$ cat src/rtl/pe_cmd_sequencer.sv
`default_nettype none
// ============================================================================
// Module   : pe_cmd_sequencer
// Brief    : Issues RESET / SET_CONV_MODE / TRIGGER* commands to one PE for a
//            dot-product job and returns the PE accumulator on a result port.
// Revision : 1.0
// ============================================================================
module pe_cmd_sequencer #(
    parameter int ACLEN      = 8,
    parameter int DATA_WIDTH = 32,
    parameter int LEN_WIDTH  = 16,
    parameter int TIMEOUT    = 1023
) (
    input  logic                  clk_i,
    input  logic                  rst_ni,
    input  logic                  job_valid,
    output logic                  job_ready,
    input  logic [LEN_WIDTH-1:0]  job_len,
    input  logic                  in_valid,
    output logic                  in_ready,
    input  logic [DATA_WIDTH-1:0] in_data,
    input  logic [DATA_WIDTH-1:0] in_weight,
    output logic                  pe_cmd_valid,
    output logic [ACLEN:0]        pe_cmd,
    output logic [DATA_WIDTH-1:0] pe_param_1,
    output logic [DATA_WIDTH-1:0] pe_param_2,
    output logic [DATA_WIDTH-1:0] pe_data,
    output logic [DATA_WIDTH-1:0] pe_weight,
    input  logic                  pe_busy,
    input  logic [DATA_WIDTH-1:0] pe_mac_value,
    output logic                  res_valid,
    input  logic                  res_ready,
    output logic [DATA_WIDTH-1:0] res_data,
    output logic                  res_timeout
);

    localparam int CMD_WIDTH  = ACLEN + 1;
    localparam int WAIT_WIDTH = $clog2(TIMEOUT + 1);

    localparam logic [ACLEN:0] CMD_RESET    = CMD_WIDTH'(0);
    localparam logic [ACLEN:0] CMD_TRIGGER  = CMD_WIDTH'(1);
    localparam logic [ACLEN:0] CMD_LAST     = CMD_WIDTH'(2);
    localparam logic [ACLEN:0] CMD_SET_CONV = CMD_WIDTH'(6);

    // PE busy only becomes meaningful one cycle after the final trigger lands
    localparam logic [WAIT_WIDTH-1:0] BUSY_SETTLE = WAIT_WIDTH'(2);
    localparam logic [WAIT_WIDTH-1:0] WAIT_LAST   = WAIT_WIDTH'(TIMEOUT - 1);

    typedef enum logic [2:0] {
        S_IDLE   = 3'd0,
        S_CLR    = 3'd1,
        S_CFG    = 3'd2,
        S_STREAM = 3'd3,
        S_WAIT   = 3'd4,
        S_RESULT = 3'd5
    } state_t;

    state_t                  state, state_nxt;
    logic [LEN_WIDTH-1:0]    len, len_nxt;
    logic [LEN_WIDTH-1:0]    sent, sent_nxt;
    logic [WAIT_WIDTH-1:0]   wait_cnt, wait_nxt;
    logic                    cmd_valid_nxt;
    logic [ACLEN:0]          cmd_nxt;
    logic [DATA_WIDTH-1:0]   param_1_nxt;
    logic [DATA_WIDTH-1:0]   data_nxt;
    logic [DATA_WIDTH-1:0]   weight_nxt;
    logic                    res_valid_nxt;
    logic [DATA_WIDTH-1:0]   res_data_nxt;
    logic                    res_timeout_nxt;
    logic                    last_beat;

    assign pe_param_2 = '0;
    assign last_beat  = (sent == len - LEN_WIDTH'(1));

    always_comb begin
        state_nxt       = state;
        len_nxt         = len;
        sent_nxt        = sent;
        wait_nxt        = wait_cnt;
        cmd_valid_nxt   = 1'b0;
        cmd_nxt         = CMD_RESET;
        param_1_nxt     = '0;
        data_nxt        = pe_data;
        weight_nxt      = pe_weight;
        res_valid_nxt   = res_valid;
        res_data_nxt    = res_data;
        res_timeout_nxt = res_timeout;

        case (state)
            S_IDLE: begin
                if (job_valid && job_ready) begin
                    len_nxt  = job_len;
                    sent_nxt = '0;
                    wait_nxt = '0;
                    if (job_len == '0) begin
                        state_nxt       = S_RESULT;
                        res_valid_nxt   = 1'b1;
                        res_data_nxt    = '0;
                        res_timeout_nxt = 1'b0;
                    end else begin
                        state_nxt     = S_CLR;
                        cmd_valid_nxt = 1'b1;
                        cmd_nxt       = CMD_RESET;
                    end
                end
            end
            S_CLR: begin
                state_nxt     = S_CFG;
                cmd_valid_nxt = 1'b1;
                cmd_nxt       = CMD_SET_CONV;
                param_1_nxt   = DATA_WIDTH'(len);
            end
            S_CFG: begin
                state_nxt = S_STREAM;
            end
            S_STREAM: begin
                if (in_valid && in_ready) begin
                    cmd_valid_nxt = 1'b1;
                    data_nxt      = in_data;
                    weight_nxt    = in_weight;
                    sent_nxt      = sent + LEN_WIDTH'(1);
                    if (last_beat) begin
                        cmd_nxt   = CMD_LAST;
                        state_nxt = S_WAIT;
                        wait_nxt  = '0;
                    end else begin
                        cmd_nxt   = CMD_TRIGGER;
                    end
                end
            end
            S_WAIT: begin
                wait_nxt = wait_cnt + WAIT_WIDTH'(1);
                if (wait_cnt >= BUSY_SETTLE && !pe_busy) begin
                    state_nxt       = S_RESULT;
                    res_valid_nxt   = 1'b1;
                    res_data_nxt    = pe_mac_value;
                    res_timeout_nxt = 1'b0;
                end else if (wait_cnt == WAIT_LAST) begin
                    state_nxt       = S_RESULT;
                    res_valid_nxt   = 1'b1;
                    res_data_nxt    = '0;
                    res_timeout_nxt = 1'b1;
                end
            end
            S_RESULT: begin
                if (res_ready) begin
                    state_nxt       = S_IDLE;
                    res_valid_nxt   = 1'b0;
                    res_timeout_nxt = 1'b0;
                end
            end
            default: begin
                state_nxt = S_IDLE;
            end
        endcase
    end

    // Handshake readies are registered from the next state so they track state exactly
    always_ff @(posedge clk_i or negedge rst_ni) begin
        if (!rst_ni) begin
            state        <= S_IDLE;
            len          <= '0;
            sent         <= '0;
            wait_cnt     <= '0;
            job_ready    <= 1'b0;
            in_ready     <= 1'b0;
            pe_cmd_valid <= 1'b0;
            pe_cmd       <= '0;
            pe_param_1   <= '0;
            pe_data      <= '0;
            pe_weight    <= '0;
            res_valid    <= 1'b0;
            res_data     <= '0;
            res_timeout  <= 1'b0;
        end else begin
            state        <= state_nxt;
            len          <= len_nxt;
            sent         <= sent_nxt;
            wait_cnt     <= wait_nxt;
            job_ready    <= (state_nxt == S_IDLE);
            in_ready     <= (state_nxt == S_STREAM);
            pe_cmd_valid <= cmd_valid_nxt;
            pe_cmd       <= cmd_nxt;
            pe_param_1   <= param_1_nxt;
            pe_data      <= data_nxt;
            pe_weight    <= weight_nxt;
            res_valid    <= res_valid_nxt;
            res_data     <= res_data_nxt;
            res_timeout  <= res_timeout_nxt;
        end
    end

endmodule
`default_nettype wire

$ cat config.mk
export PLATFORM = sky130hd
export DESIGN_NAME = pe_cmd_sequencer
export DESIGN_NICKNAME = d
export VERILOG_FILES = /design/src/rtl/pe_cmd_sequencer.sv
export SDC_FILE = /design/constraint.sdc
export NUM_CORES = 1
export LEC_CHECK = 0
export BUFFER_PORTS_ARGS = -buffer_cell sky130_fd_sc_hd__buf_2
export CAP_MARGIN = 30
export CORE_AREA = 2 2 183 185
export CTS_BUF_LIST = sky130_fd_sc_hd__clkbuf_2
export CTS_CLUSTER_SIZE = 24
export DETAILED_ROUTE_END_ITERATION = 6
export DIE_AREA = 0 0 185 187
export PLACE_DENSITY_LB_ADDON = 0.12
export SKIP_LAST_GASP = 1
export SYNTH_ARGS = -nofsm -noshare
export SYNTH_HDL_FRONTEND = slang
export SYNTH_SLANG_ARGS = --single-unit
export TNS_END_PERCENT = 30
$ cat constraint.sdc
create_clock -name clk_i -period 2.4 [get_ports clk_i]
set_input_delay 0.48 -clock clk_i [delete_from_list [all_inputs] [get_ports clk_i]]
set_output_delay 0.48 -clock clk_i [all_outputs]
set_load 0.02 [all_outputs]
# After elaboration in Yosys (flattened, before gate mapping)
# Cells that the tools add are included.
[op_classes] n_reduce_logical=17 order_cmp=1 eq_ne=14 n_addsub=3 n_mux=38
[op_table] cell="$mux W32" count=4
[op_table] cell="$pmux W32 S2" count=1
[op_table] cell="$mux W16" count=3
[op_table] cell="$pmux W16 S2" count=1
[op_table] cell="$mux W10" count=3
[op_table] cell="$pmux W10 S3" count=1
[op_table] cell="$mux W3" count=7
[op_table] cell="$pmux W3 S6" count=1
[op_table] cell="$add A16 B1 Y16 const B" count=1
[op_table] cell="$eq A16 B16 Y1" count=1
[op_table] cell="$logic_not A16 Y1" count=1
[op_table] cell="$sub A16 B1 Y16 const B" count=1
[op_table] cell="$mux W1" count=11
[op_table] cell="$add A10 B1 Y10 const B" count=1
[op_table] cell="$eq A10 B10 Y1 const B" count=1
[op_table] cell="$ge A10 B2 Y1 const B" count=1
[op_table] cell="$ne A2 B2 Y1 const B" count=5
[op_table] cell="$eq A3 B2 Y1 const B" count=3
[op_table] cell="$pmux W1 S3" count=3
[op_table] cell="$reduce_and A4 Y1" count=2
[op_table] cell="$eq A3 B3 Y1 const B" count=2
[op_table] cell="$logic_not A3 Y1" count=2
[op_table] cell="$pmux W3 S2" count=1
[op_table] cell="$reduce_bool A3 Y1" count=2
[op_table] cell="other kinds (9)" count=14
[totals] input_bits=118 out_inout_bits=174 ff_bits=187

# Logic depth before layout (Yosys ltp)
[logic_depth] ltp_word=6 mapped_depth=9 depth_no_buf=8

# Least setup slack after synthesis
# OpenSTA, ideal clock, no wires.
[synth_path] kind="reg-to-reg" from="reg len[0]" to="reg wait_cnt[2]" period_less_slack_ps=2391 required_ps=2262 path_slack_ps=9 stages_incl_launch_ff=10 t_arrival_ps=2253 path_cell_list="dfrtp_1 inv_1 ha_1 or4b_1 nor4_1 xnor2_1 nand3_1 nor4_2 buf_4 o22ai_1"
[synth_between] elab_chain_len=4
[synth_rtl] element="start, declared" line_no="59" rtl="logic [LEN_WIDTH-1:0] len, len_nxt;"
[synth_rtl] element="start signal, assigned" line_no="177" rtl="len <= len_nxt;"
[synth_rtl] element="$sub A16 B1 Y16" line_no="73" rtl="assign last_beat = (sent == len - LEN_WIDTH'(1));"
[synth_rtl] element="$eq A16 B16 Y1" line_no="73"
[synth_rtl] element="$ne A2 B2 Y1 (no line)"
[synth_rtl] element="$reduce_and A4 Y1 (no line)"
[synth_rtl] element="end signal, assigned" line_no="179" rtl="wait_cnt <= wait_nxt;"
[synth_rtl] element="end, declared" line_no="61" rtl="logic [WAIT_WIDTH-1:0] wait_cnt, wait_nxt;"
# No other way between the ends.
# A chain may end at the register's enable or synchronous reset.

# Worst setup path in the final report
[layout_path] from="reg len[0]" to="reg in_ready"
[layout_between] elab_chain_len=6
[layout_rtl] element="$sub A16 B1 Y16" line_no="73"
[layout_rtl] element="$eq A16 B16 Y1" line_no="73"
[layout_rtl] element="$mux W3" line_no="122" rtl="if (last_beat) begin"
[layout_rtl] element="$mux W3" line_no="117" rtl="if (in_valid && in_ready) begin"
[layout_rtl] element="$pmux W3 S6" line_no="89" rtl="case (state)"
[layout_rtl] element="$eq A3 B2 Y1" line_no="181" rtl="in_ready <= (state_nxt == S_STREAM);"
[layout_rtl] element="end signal, assigned" line_no="181"
[layout_rtl] element="end, declared" line_no="20" rtl="output logic in_ready,"
# No other way between the ends.

==> results.toml <==
[outcome]
status = "finished, violations left"
violations = "negative setup slack"

[synth]
yosys_warnings = 0
ys_seq_area_share_pct = 55.42
syn_avg_cell_area_um2 = 10.06
netlist.area_leader.share_pct = 55.42
synth_cells = 741
async_flop_share_pct = 100.0
yosysTopAreaCell = "dfrtp_1"
ys_seq_elements = 165
synthFlopType = "dfrtp_1"
syn_area_um2 = 7451
ys_types = 53
synth_edf_count = 0
yosys-top-cells-area = "dfrtp_1 55%, nand2_1 11%, buf_4 5.5%, a22o_1 4.0%, xnor2_1 2.6%"

[power]
p_switching_uw = 1770
ir_worst_vdd_mv = 0.2606
power.total_uw = 5751
clkPwrFrac_pct = 27.8
p_comb_share_pct = 18.5
power.density_nw_per_um2 = 527.8
cellLeakagePower_uw = 0.005744
swShare_pct = 30.79
intPower_uw = 3981
power_frac_seq_pct = 53.7

[drt]
vias = 6495
drt_iter0_markers = 275
drt_pass1_iterations = 4
vias_per_cell = 4.075
post_drt_wl_per_cell_um = 14.67
drtAntennaViolNets = 0
wl_um = 23380
drcViolationCount = 0

[die]
design.core.area_um2 = 32860
rows = 67
die-area_um2 = 34600
ios = 292
die_h_um = 187
initial_utilization_pct = 22.67
die_w_um = 185

[clocking]
insertion_delay_ns = 0.78
cts_root_buffer = "clkbuf_2"
clk_pin_slew_worst_paths_ns = 0.25
cts_buffer_depth = 2
cts_tree = "built"
cts_buffers = 17
clock-sinks = 165
htreeDepth = 4

[cells_and_area]
syn2layout_area_growth_pct = 46.25
drive_gt1_share_pct = 32.66
final_common_cell = "buf_2"
nets = 1255
final_cell_mix = "236 x buf_2, 221 x nand2_1, 165 x dfrtp_1"

[setup_path]
timing_worst_setup_path_type = "reg2reg"
crit_path_cell_trace = "buf_6 -> or4_4 -> nor4_4 -> a21oi_1 -> o211ai_1 -> buf_4 -> nor4_4 -> buf_4 -> a311oi_2"
worst_path_max_delay_cell = "or4_4"
arrival_ns = 3.25
path_max_fanout = 4
endpoint_kind = "flop"
worst_setup_path_start_kind = "flop"
cp_slowest_stage_delay_ns = 0.57
cp.required_ns = 3.09

[sta]
tns_ns = -1.144
maxSlewHeadroom_pct = 63.91
finalMaxSlewViolations = 0
setup_ws_ns = -0.1675
finalSetupViolCount = 16
rsz0062_at_grt = "yes"
fin_crit_sh_pct = 107.0
final.setup_skew_ns = 0.03984
max_freq_mhz = 389.5
worst_pin_slew_ns = 0.5414
fin_crit_ns = 2.567
holdWs_ns = 0.1802
hold_violations = 0

[worst_hold_path]
hp-class = "in2async"

[place]
place_congestion = 0.7330
post-dp-hpwl_um = 16030
port_buffers = 237

[global_route]
grt_pass1_vias = 6569
grt_pass1_wl_um = 36370
grtUsageTotal_pct = 13.57
antenna_found_initial = 1
grt_max_degree = 67
grt-ovfl-total = 0

[run]
cap_violations = 0
synth_stat cells (2+ instances only):
library cell / number
a22o_1: 34
clkbuf_1: 32
nor2b_1: 2
nand3_1: 15
dfrtp_1: 165
o21ai_0: 8
and3_1: 22
nor3_1: 7
a21oi_1: 7
nor2_1: 27
nor4_2: 2
nand2b_1: 2
or3_1: 3
and4_1: 2
nor3b_1: 2
o211ai_1: 2
a21o_1: 2
buf_1: 5
nand2_1: 221
xnor2_1: 22
nand3b_1: 3
o22ai_1: 10
a21boi_0: 2
or2_2: 2
xor2_1: 20
nor4_1: 10
ha_1: 4
a31oi_1: 2
nor4_4: 2
or4_4: 2
buf_4: 55
mux2_2: 14
a311oi_1: 2
nand4_1: 7
inv_1: 6
through the flow:
step | cells | util, % | cell area (um^2) | setup WS, ns
2_1_floorplan | 794 | - | 7650 | 0.009303
3_3_place_gp | 1443 | 28.45 | 9348 | -0.1550
3_5_place_dp | 1443 | 28.45 | 9348 | -0.2339
4_1_cts | 1591 | 33.00 | 10840 | -0.1294
5_1_grt | 1594 | 33.16 | 10900 | -0.2912
6_report | 1594 | 33.16 | 10900 | -0.1675
kinds of logic (layout without fill, tap and decap cells):
logic type | Yosys count | after routing | synth area share, %
simple gates | 337 | 337 | 20.62
flops | 165 | 165 | 55.42
xor+xnor | 42 | 42 | 4.937
compound gates | 79 | 79 | 8.329
buf+inv | 99 | 450 | 7.859
fa+ha+maj | 4 | 4 | 0.6717
mux | 14 | 14 | 2.116
other cells | 1 | 55 | 0.05033
metal layers:
| metal | vias up | routed length, um | track usage [%] |
|---|---|---|---|
| met5 | - | 0 | 0 |
| met4 | 0 | 380 | 4.151 |
| met3 | 19 | 1236 | 3.427 |
| met2 | 186 | 10880 | 22.17 |
| met1 | 3128 | 10880 | 17.57 |
| li1 | 3162 | - | - |
critical path: cells and delay by family, from the launching register on:
family,cells,cell delay (ns)
compound gates,3,0.68
simple gates,3,0.90
flops,1,0.45
buf+inv,3,0.48
final cells by class:
type | instances | area, um^2
Fill cell | 3466 | 21960
Sequential cell | 165 | 4129
Multi-Input combinational cell | 530 | 3072
Timing Repair Buffer | 413 | 2874
Tap cell | 448 | 560.5
Clock inverter | 10 | 131.4
Clock buffer | 21 | 105.1
Inverter | 6 | 22.52
Antenna cell | 1 | 2.502
power groups by stage:
stage          Combinational [uW]  Clock, uW  Sequential, uW
6_report                     1060       1600            3090
3_3_place_gp                  926          0            3130
5_1_grt                      1170       1840            3110
4_1_cts                      1080       1720            3090
3_5_place_dp                  921          0            3130
2_1_floorplan                 435          0            3250
repair_timing:
item,4_1_cts,5_1_grt
pin swaps,10,5
resized for setup,17,9
gates cloned,1,0
hold buffers,113,0
setup buffers,3,2
hold endpoints to repair,277,0
setup endpoints to repair,16,16
registers in the layout, indices dropped and copies added, names as in the netlist, 3 cells and up:
| name | cells |
|---|---|
| pe_param_1 | 16 |
| len | 16 |
| pe_cmd | 3 |
| pe_weight | 32 |
| wait_cnt | 10 |
| pe_data | 32 |
| sent | 16 |
| state | 3 |
| res_data | 32 |
worst paths after layout:
kind | cells past startpoint | start | slack [ns] | end
max | 9 | len[0] | -0.17 | in_ready
min | 2 | rst_ni | 0.18 | res_data[10]
min in group clk_i | 4 | in_valid | 0.21 | state[0]
max reg2reg | 9 | len[0] | -0.17 | in_ready
min reg2reg | 2 | pe_data[26] | 0.50 | pe_data[26]
max in group asynchronous | 3 | rst_ni | 1.56 | pe_data[7]
(Power assumes the default switching activity.)
